**src/rtl/vga_scan_if.sv**
```systemverilog
// Pixel-address / colour / sync bundle between vga_scan_ctrl (master) and
// the pixel source plus DAC side (slave).
interface vga_scan_if;
    logic [23:0] vga_data;
    logic [9:0]  h_addr;
    logic [9:0]  v_addr;
    logic        hsync;
    logic        vsync;
    logic        valid;
    logic [7:0]  vga_r;
    logic [7:0]  vga_g;
    logic [7:0]  vga_b;
    logic        frame_start;

    modport master (
        input  vga_data,
        output h_addr, v_addr, hsync, vsync, valid,
               vga_r, vga_g, vga_b, frame_start
    );

    modport slave (
        output vga_data,
        input  h_addr, v_addr, hsync, vsync, valid,
               vga_r, vga_g, vga_b, frame_start
    );
endinterface

```
**src/rtl/vga_scan_ctrl.sv**
```systemverilog
// VGA scan-timing controller: h/v counters, combinational pixel address, one-tick
// registered RGB/sync stage. Define VGA_SCAN_CTRL_CLKDIV_EN to tick every second clk.
module vga_scan_ctrl #(
    parameter int H_ACTIVE = 640,
    parameter int H_FRONT  = 16,
    parameter int H_SYNC   = 96,
    parameter int H_BACK   = 48,
    parameter int V_ACTIVE = 480,
    parameter int V_FRONT  = 10,
    parameter int V_SYNC   = 2,
    parameter int V_BACK   = 33
) (
    input  logic        clk,
    input  logic        reset,
    vga_scan_if.master  bus
);
    localparam int H_TOTAL = H_ACTIVE + H_FRONT + H_SYNC + H_BACK;
    localparam int V_TOTAL = V_ACTIVE + V_FRONT + V_SYNC + V_BACK;

    localparam logic [9:0] H_ACT_END  = 10'(H_ACTIVE);
    localparam logic [9:0] H_SYNC_BEG = 10'(H_ACTIVE + H_FRONT);
    localparam logic [9:0] H_SYNC_END = 10'(H_ACTIVE + H_FRONT + H_SYNC);
    localparam logic [9:0] H_LAST     = 10'(H_TOTAL - 1);
    localparam logic [9:0] V_ACT_END  = 10'(V_ACTIVE);
    localparam logic [9:0] V_SYNC_BEG = 10'(V_ACTIVE + V_FRONT);
    localparam logic [9:0] V_SYNC_END = 10'(V_ACTIVE + V_FRONT + V_SYNC);
    localparam logic [9:0] V_LAST     = 10'(V_TOTAL - 1);

    logic        pix_en;
    logic [9:0]  h_cnt_reg;
    logic [9:0]  v_cnt_reg;
    logic        act;
    logic        h_sync_on;
    logic        v_sync_on;
    logic        origin;
    logic [23:0] rgb_next;
    logic [23:0] rgb_reg;
    logic        valid_reg;
    logic        hsync_reg;
    logic        vsync_reg;
    logic        frame_start_reg;

`ifdef VGA_SCAN_CTRL_CLKDIV_EN
    logic pix_en_reg;

    always_ff @(posedge clk or posedge reset) begin
        if (reset) pix_en_reg <= 1'b0;
        else       pix_en_reg <= ~pix_en_reg;
    end

    assign pix_en = pix_en_reg;
`else
    assign pix_en = 1'b1;
`endif

    always_ff @(posedge clk or posedge reset) begin
        if (reset) begin
            h_cnt_reg <= '0;
            v_cnt_reg <= '0;
        end else if (pix_en) begin
            if (h_cnt_reg == H_LAST) begin
                h_cnt_reg <= '0;
                v_cnt_reg <= (v_cnt_reg == V_LAST) ? 10'd0 : v_cnt_reg + 10'd1;
            end else begin
                h_cnt_reg <= h_cnt_reg + 10'd1;
            end
        end
    end

    assign act       = (h_cnt_reg < H_ACT_END) && (v_cnt_reg < V_ACT_END);
    assign h_sync_on = (h_cnt_reg >= H_SYNC_BEG) && (h_cnt_reg < H_SYNC_END);
    assign v_sync_on = (v_cnt_reg >= V_SYNC_BEG) && (v_cnt_reg < V_SYNC_END);
    assign origin    = (h_cnt_reg == 10'd0) && (v_cnt_reg == 10'd0);

    assign bus.h_addr = act ? h_cnt_reg : 10'd0;
    assign bus.v_addr = act ? v_cnt_reg : 10'd0;

    // Blank each colour channel outside the visible area so porches/sync carry black.
    generate
        for (genvar gi = 0; gi < 3; gi++) begin : g_chan
            assign rgb_next[8*gi +: 8] = act ? bus.vga_data[8*gi +: 8] : 8'h00;
        end
    endgenerate

    always_ff @(posedge clk or posedge reset) begin
        if (reset) begin
            rgb_reg         <= '0;
            valid_reg       <= 1'b0;
            hsync_reg       <= 1'b1;
            vsync_reg       <= 1'b1;
            frame_start_reg <= 1'b0;
        end else if (pix_en) begin
            rgb_reg         <= rgb_next;
            valid_reg       <= act;
            hsync_reg       <= ~h_sync_on;
            vsync_reg       <= ~v_sync_on;
            frame_start_reg <= origin;
        end
    end

    assign bus.vga_r       = rgb_reg[23:16];
    assign bus.vga_g       = rgb_reg[15:8];
    assign bus.vga_b       = rgb_reg[7:0];
    assign bus.valid       = valid_reg;
    assign bus.hsync       = hsync_reg;
    assign bus.vsync       = vsync_reg;
    assign bus.frame_start = frame_start_reg;
endmodule
```
**src/flat_wrapper.sv**
```systemverilog
// flat-port wrapper written by rule: the top's interface ports become plain ports
module vga_scan_ctrl_flat 
#(
    parameter int H_ACTIVE = 640,
    parameter int H_FRONT  = 16,
    parameter int H_SYNC   = 96,
    parameter int H_BACK   = 48,
    parameter int V_ACTIVE = 480,
    parameter int V_FRONT  = 10,
    parameter int V_SYNC   = 2,
    parameter int V_BACK   = 33
)
  (clk, reset, bus_vga_data, bus_h_addr, bus_v_addr, bus_hsync, bus_vsync, bus_valid, bus_vga_r, bus_vga_g, bus_vga_b, bus_frame_start);
  vga_scan_if bus_i ();
  input  logic clk;
  input  logic reset;
  input wire logic [$bits(bus_i.vga_data)-1:0] bus_vga_data;
  output wire logic [$bits(bus_i.h_addr)-1:0] bus_h_addr;
  output wire logic [$bits(bus_i.v_addr)-1:0] bus_v_addr;
  output wire logic [$bits(bus_i.hsync)-1:0] bus_hsync;
  output wire logic [$bits(bus_i.vsync)-1:0] bus_vsync;
  output wire logic [$bits(bus_i.valid)-1:0] bus_valid;
  output wire logic [$bits(bus_i.vga_r)-1:0] bus_vga_r;
  output wire logic [$bits(bus_i.vga_g)-1:0] bus_vga_g;
  output wire logic [$bits(bus_i.vga_b)-1:0] bus_vga_b;
  output wire logic [$bits(bus_i.frame_start)-1:0] bus_frame_start;
  assign bus_i.vga_data = bus_vga_data;
  assign bus_h_addr = bus_i.h_addr;
  assign bus_v_addr = bus_i.v_addr;
  assign bus_hsync = bus_i.hsync;
  assign bus_vsync = bus_i.vsync;
  assign bus_valid = bus_i.valid;
  assign bus_vga_r = bus_i.vga_r;
  assign bus_vga_g = bus_i.vga_g;
  assign bus_vga_b = bus_i.vga_b;
  assign bus_frame_start = bus_i.frame_start;
  vga_scan_ctrl #(.H_ACTIVE(H_ACTIVE), .H_FRONT(H_FRONT), .H_SYNC(H_SYNC), .H_BACK(H_BACK), .V_ACTIVE(V_ACTIVE), .V_FRONT(V_FRONT), .V_SYNC(V_SYNC), .V_BACK(V_BACK)) u_core (.clk(clk), .reset(reset), .bus(bus_i));
endmodule
```
**config.mk**
```make
export PLATFORM = sky130hd
export DESIGN_NAME = vga_scan_ctrl_flat
export DESIGN_NICKNAME = d
export VERILOG_FILES = /design/src/rtl/vga_scan_if.sv /design/src/rtl/vga_scan_ctrl.sv /design/src/flat_wrapper.sv
export SDC_FILE = /design/constraint.sdc
export NUM_CORES = 1
export LEC_CHECK = 0
export CAP_MARGIN = 30
export CELL_PAD_IN_SITES_DETAIL_PLACEMENT = 0
export CELL_PAD_IN_SITES_GLOBAL_PLACEMENT = 1
export CORE_MARGIN = 4
export CORE_UTILIZATION = 34
export DETAILED_ROUTE_END_ITERATION = 7
export PLACE_DENSITY_LB_ADDON = 0.3
export SKIP_LAST_GASP = 1
export SLEW_MARGIN = 30
export SYNTH_ARGS = -nofsm -noshare
export SYNTH_HDL_FRONTEND = slang
export SYNTH_SLANG_ARGS = --single-unit
export TNS_END_PERCENT = 30
```
**constraint.sdc**
```tcl
create_clock -name clk -period 2 [get_ports clk]
set_clock_uncertainty 0.15 [all_clocks]
set_input_delay 0.3 -clock clk [delete_from_list [all_inputs] [get_ports clk]]
set_output_delay 0.3 -clock clk [all_outputs]
set_load 0.05 [all_outputs]
```
==> impl_table.tex <==
\begin{tabular}{lr}
\hline
Metric & Value \\
\hline
\multicolumn{2}{l}{\textbf{Run status}} \\
\quad Status & finished with violations \\
\quad Violated checks & setup timing \\
\multicolumn{2}{l}{\textbf{Placed design}} \\
\quad Last weighted congestion value of the routability-driven placer & 0.775 \\
\quad Number of buffers added on ports & 72 \\
\quad Placed Area & 0.00330 mm2 \\
\quad Post-place setup slack & 0.0662 ns \\
\quad Placed Cells incl. Taps & 350 \\
\quad DP Wirelength & 3870 um \\
\multicolumn{2}{l}{\textbf{STA}} \\
\quad Minimum setup slack in the final design & -0.152 ns \\
\quad Headroom to the max-slew limit & 65.9\% \\
\quad Endpoints failing hold & 0 \\
\quad Achievable frequency & 465 MHz \\
\quad Final setup violation count & 19 \\
\quad Minimum period implied by the final worst setup slack & 2.15 ns \\
\quad Tcrit/Tclk final & 108\% \\
\quad Final Slew Violations & 0 \\
\quad Slew at the pin with the worst max-slew slack & 0.510 ns \\
\quad RSZ-0062 raised after global routing & yes \\
\multicolumn{2}{l}{\textbf{Final layout}} \\
\quad Final antenna diode count & 0 \\
\quad Count of non-filler cells in the finished layout & 367 \\
\quad Final cell area excluding filler cells & 0.00359 mm2 \\
\quad Area grow syn2layout & 65.3\% \\
\quad Layout cell share with drive strength beyond 1 & 29.8\% \\
\quad Number of nets in the layout & 321 \\
\quad Number of flip-flops under the largest register name & 24 \\
\multicolumn{2}{l}{\textbf{Setup path}} \\
\quad Data arrival time of the critical path & 1.70 ns \\
\quad Critical path peak fanout & 7 \\
\quad Startpoint Class & flop \\
\quad Required arrival time at the worst endpoint & 1.55 ns \\
\quad Critical path class & flop to output pin \\
\quad First element of the critical path & u\_core.v\_cnt\_reg[6] \\
\quad Crit-path max cell delay & 0.40 ns \\
\quad Critical Path Sink Type & output pin \\
\quad Cells along the critical path & and3\_4 -> and2\_4 -> nor3\_4 -> buf\_6 -> buf\_12 -> and2\_4 -> buf\_12 \\
\quad Slowest-stage cell, CP & sky130\_fd\_sc\_hd\_\_dfrtp\_1 \\
\quad Startpoint of the worst register-to-register path & u\_core.h\_cnt\_reg[1] \\
\multicolumn{2}{l}{\textbf{Drt}} \\
\quad Average wire length per cell after detail routing & 14.6 um \\
\quad Number of nets with antenna violations after routing & 0 \\
\quad WL final & 5360 um \\
\quad Initial detailed-routing violation count & 39 \\
\quad Number of optimization iterations in the first detailed-route pass & 4 \\
\quad Vias & 1736 \\
\quad Via count normalized by instance count & 4.73 \\
\quad Post-route DRC & 0 \\
\multicolumn{2}{l}{\textbf{Pwr}} \\
\quad Peak supply drop & 354 uV \\
\quad Power density normalized to cell area & 536 mW/mm2 \\
\quad Static power due to leakage & 1.54 nW \\
\multicolumn{2}{l}{\textbf{Floorplanning}} \\
\quad Die height & 87.9 um \\
\quad Die width & 87.9 um \\
\quad Die Area & 0.00773 mm2 \\
\quad Initial cell density of the core & 35.8\% \\
\quad Row count & 28 \\
\quad Top Ports & 74 \\
\quad Core Area & 0.00606 mm2 \\
\multicolumn{2}{l}{\textbf{Logic synthesis}} \\
\quad Cell count after synthesis & 195 \\
\quad Seq cells post-synth & 48 \\
\quad Leading post-synthesis cells by cell area & sky130\_fd\_sc\_hd\_\_dfrtp\_1 53\%, sky130\_fd\_sc\_hd\_\_and2\_1 11\%, sky130\_fd\_sc\_hd\_\_nand4\_1 2.9\% \\
\quad Most frequently used cell type in the post-synthesis netlist & sky130\_fd\_sc\_hd\_\_dfrtp\_1 \\
\quad Post-synthesis cell type with the largest combined area & sky130\_fd\_sc\_hd\_\_dfrtp\_1 \\
\quad Fraction of synthesized cell area taken by the top area cell type & 53.0\% \\
\quad Mapped Nets & 225 \\
\quad Count of flip-flops with a built-in enable after synthesis & 0 \\
\quad Fraction of synthesis flops using an asynchronous set or reset pin & 100\% \\
\quad Number of library cell types mapped by synthesis & 42 \\
\quad Yosys warnings & 0 \\
\quad Synthesized area per cell & 11.1 um2 \\
\quad Ys flop type & sky130\_fd\_sc\_hd\_\_dfrtp\_1 \\
\quad Leading post-synthesis cells by instance count & 46 x sky130\_fd\_sc\_hd\_\_dfrtp\_1, 39 x sky130\_fd\_sc\_hd\_\_and2\_1, 10 x sky130\_fd\_sc\_hd\_\_nand4\_1, 8 x sky130\_fd\_sc\_hd\_\_nor2\_1 \\
\quad Cell Area, Synth & 0.00217 mm2 \\
\quad Sequential area share after synthesis & 55.4\% \\
\multicolumn{2}{l}{\textbf{Run}} \\
\quad Number of maximum-capacitance violations & 0 \\
\multicolumn{2}{l}{\textbf{Clocking}} \\
\quad Clock root buffer master & sky130\_fd\_sc\_hd\_\_clkbuf\_8 \\
\quad Insertion delay to the later sink of the worst-skew pair & 0.29 ns \\
\quad CTS tree & yes \\
\quad Clock tree sinks & 48 \\
\quad Max clock buf depth & 2 \\
\quad Reg clk slew, reported paths & 0.09 ns \\
\quad \# H-tree levels & 2 \\
\quad Post-CTS Hold Fix Bufs & 0 \\
\quad Clock buffer count from CTS & 5 \\
\multicolumn{2}{l}{\textbf{Global route}} \\
\quad Total routing resource utilization after global routing & 14.2\% \\
\quad Largest net degree at the start of global routing & 26 \\
\quad Global-route wire length before repair & 8440 um \\
\quad Global route overflow & 0 \\
\quad Initial antenna violation count & 0 \\
\quad Number of global-route vias before repair & 1674 \\
\multicolumn{2}{l}{\textbf{Worst hold path}} \\
\quad Class of the worst hold path & input pin to asynchronous set/reset pin \\
\hline
\end{tabular}
-- layer usage --
layer,track usage [%],routed length (um),vias up,share of wire (%)
li1,-,-,855,-
met1,19.8,2380,805,44
met2,21.8,2340,70,44
met3,3.86,561,6,10
met4,3.91,80,0,1.5
met5,0,0,-,0
-- placed cells by master, fill, tap and decap left out, types with 2 or more instances in the layout --
cell and n:
sky130_fd_sc_hd__ha_1 4, sky130_fd_sc_hd__clkdlybuf4s50_1 51, sky130_fd_sc_hd__and3_1 3, sky130_fd_sc_hd__nand4_1 10, sky130_fd_sc_hd__dfstp_2 2, sky130_fd_sc_hd__and4_1 2
sky130_fd_sc_hd__nor3_1 2, sky130_fd_sc_hd__xor2_1 3, sky130_fd_sc_hd__and2_1 25, sky130_fd_sc_hd__clkbuf_8 5, sky130_fd_sc_hd__buf_12 21, sky130_fd_sc_hd__nor2_1 8
sky130_fd_sc_hd__o21ai_0 7, sky130_fd_sc_hd__dfrtp_1 45, sky130_fd_sc_hd__buf_4 26, sky130_fd_sc_hd__nand3_1 6, sky130_fd_sc_hd__xnor2_1 7, sky130_fd_sc_hd__nand2_1 7
sky130_fd_sc_hd__nor4_4 5, sky130_fd_sc_hd__and2_4 14, sky130_fd_sc_hd__a21oi_1 2, sky130_fd_sc_hd__buf_6 2, sky130_fd_sc_hd__inv_1 6
-- per-stage QoR --
step | hold slack (ns) | total power [mW] | TNS (ns) | utilization (%)
2_1_floorplan | 0.279 | 1.15 | -3.19 | -
3_3_place_gp | 0.382 | 1.25 | 0 | 54.4
3_5_place_dp | 0.384 | 1.25 | 0 | 54.4
4_1_cts | 0.146 | 1.95 | -2.74 | 59.4
5_1_grt | 0.171 | 2.00 | -3.80 | 59.2
6_report | 0.143 | 1.92 | -2.16 | 59.2
-- path summary, 6_finish.rpt --
kind | end | slack, ns | cells after the start
worst min register to register | u_core.bus.vsync | 0.39 | 1
worst max register to register | u_core.v_cnt_reg[4] | 0.08 | 5
worst max-delay path | bus_v_addr[2] | -0.15 | 7
worst min-delay path | u_core.h_cnt_reg[7] | 0.14 | 2
min in group clk | u_core.bus.vsync | 0.39 | 1
max in group asynchronous | u_core.bus.vsync | 1.01 | 3
-- critical path: cells and delay by family, from the launching register on --
kind                   cells  cell delay [ns]
flip-flops                 1             0.40
AND/OR/NAND/NOR            4             0.63
buffers and inverters      3             0.38
-- cell type report --
| cell class | instances | area [um2] |
|---|---|---|
| repair buffers | 101 | 1180 |
| inverters | 7 | 26.3 |
| flip-flops and latches | 48 | 1200 |
| multi-input cells | 128 | 971 |
| clock buffers | 5 | 68.8 |
| fillers | 497 | 2470 |
| clock inverters | 3 | 42.5 |
| well taps | 75 | 93.8 |
-- logic make-up after synthesis --
logic type | count (synthesis) | share of synthesized area [%]
multiplexers | 1 | 0.519
flip-flops | 48 | 55.4
AO/OA/AOI/OAI | 16 | 4.50
adder cells (fa/ha/maj) | 4 | 2.31
XOR/XNOR | 10 | 4.03
other | 1 | 0.173
buffers and inverters | 19 | 5.19
AND/OR/NAND/NOR | 96 | 27.8
-- report_power, final --
part           leakage, nW  switching, mW  internal [mW]  total (mW)
logic                0.898          0.134         0.0992       0.233
registers            0.587        0.00592          0.994        1.00
clock network       0.0541          0.319          0.370       0.690
-- what timing repair did --
item,CTS,global route
buffers inserted,6,2
endpoints found under the setup margin,19,24
gates resized for setup,23,0
gates cloned,2,0
pin swaps,5,3
Note: power is estimated with default switching activity, not from simulation.
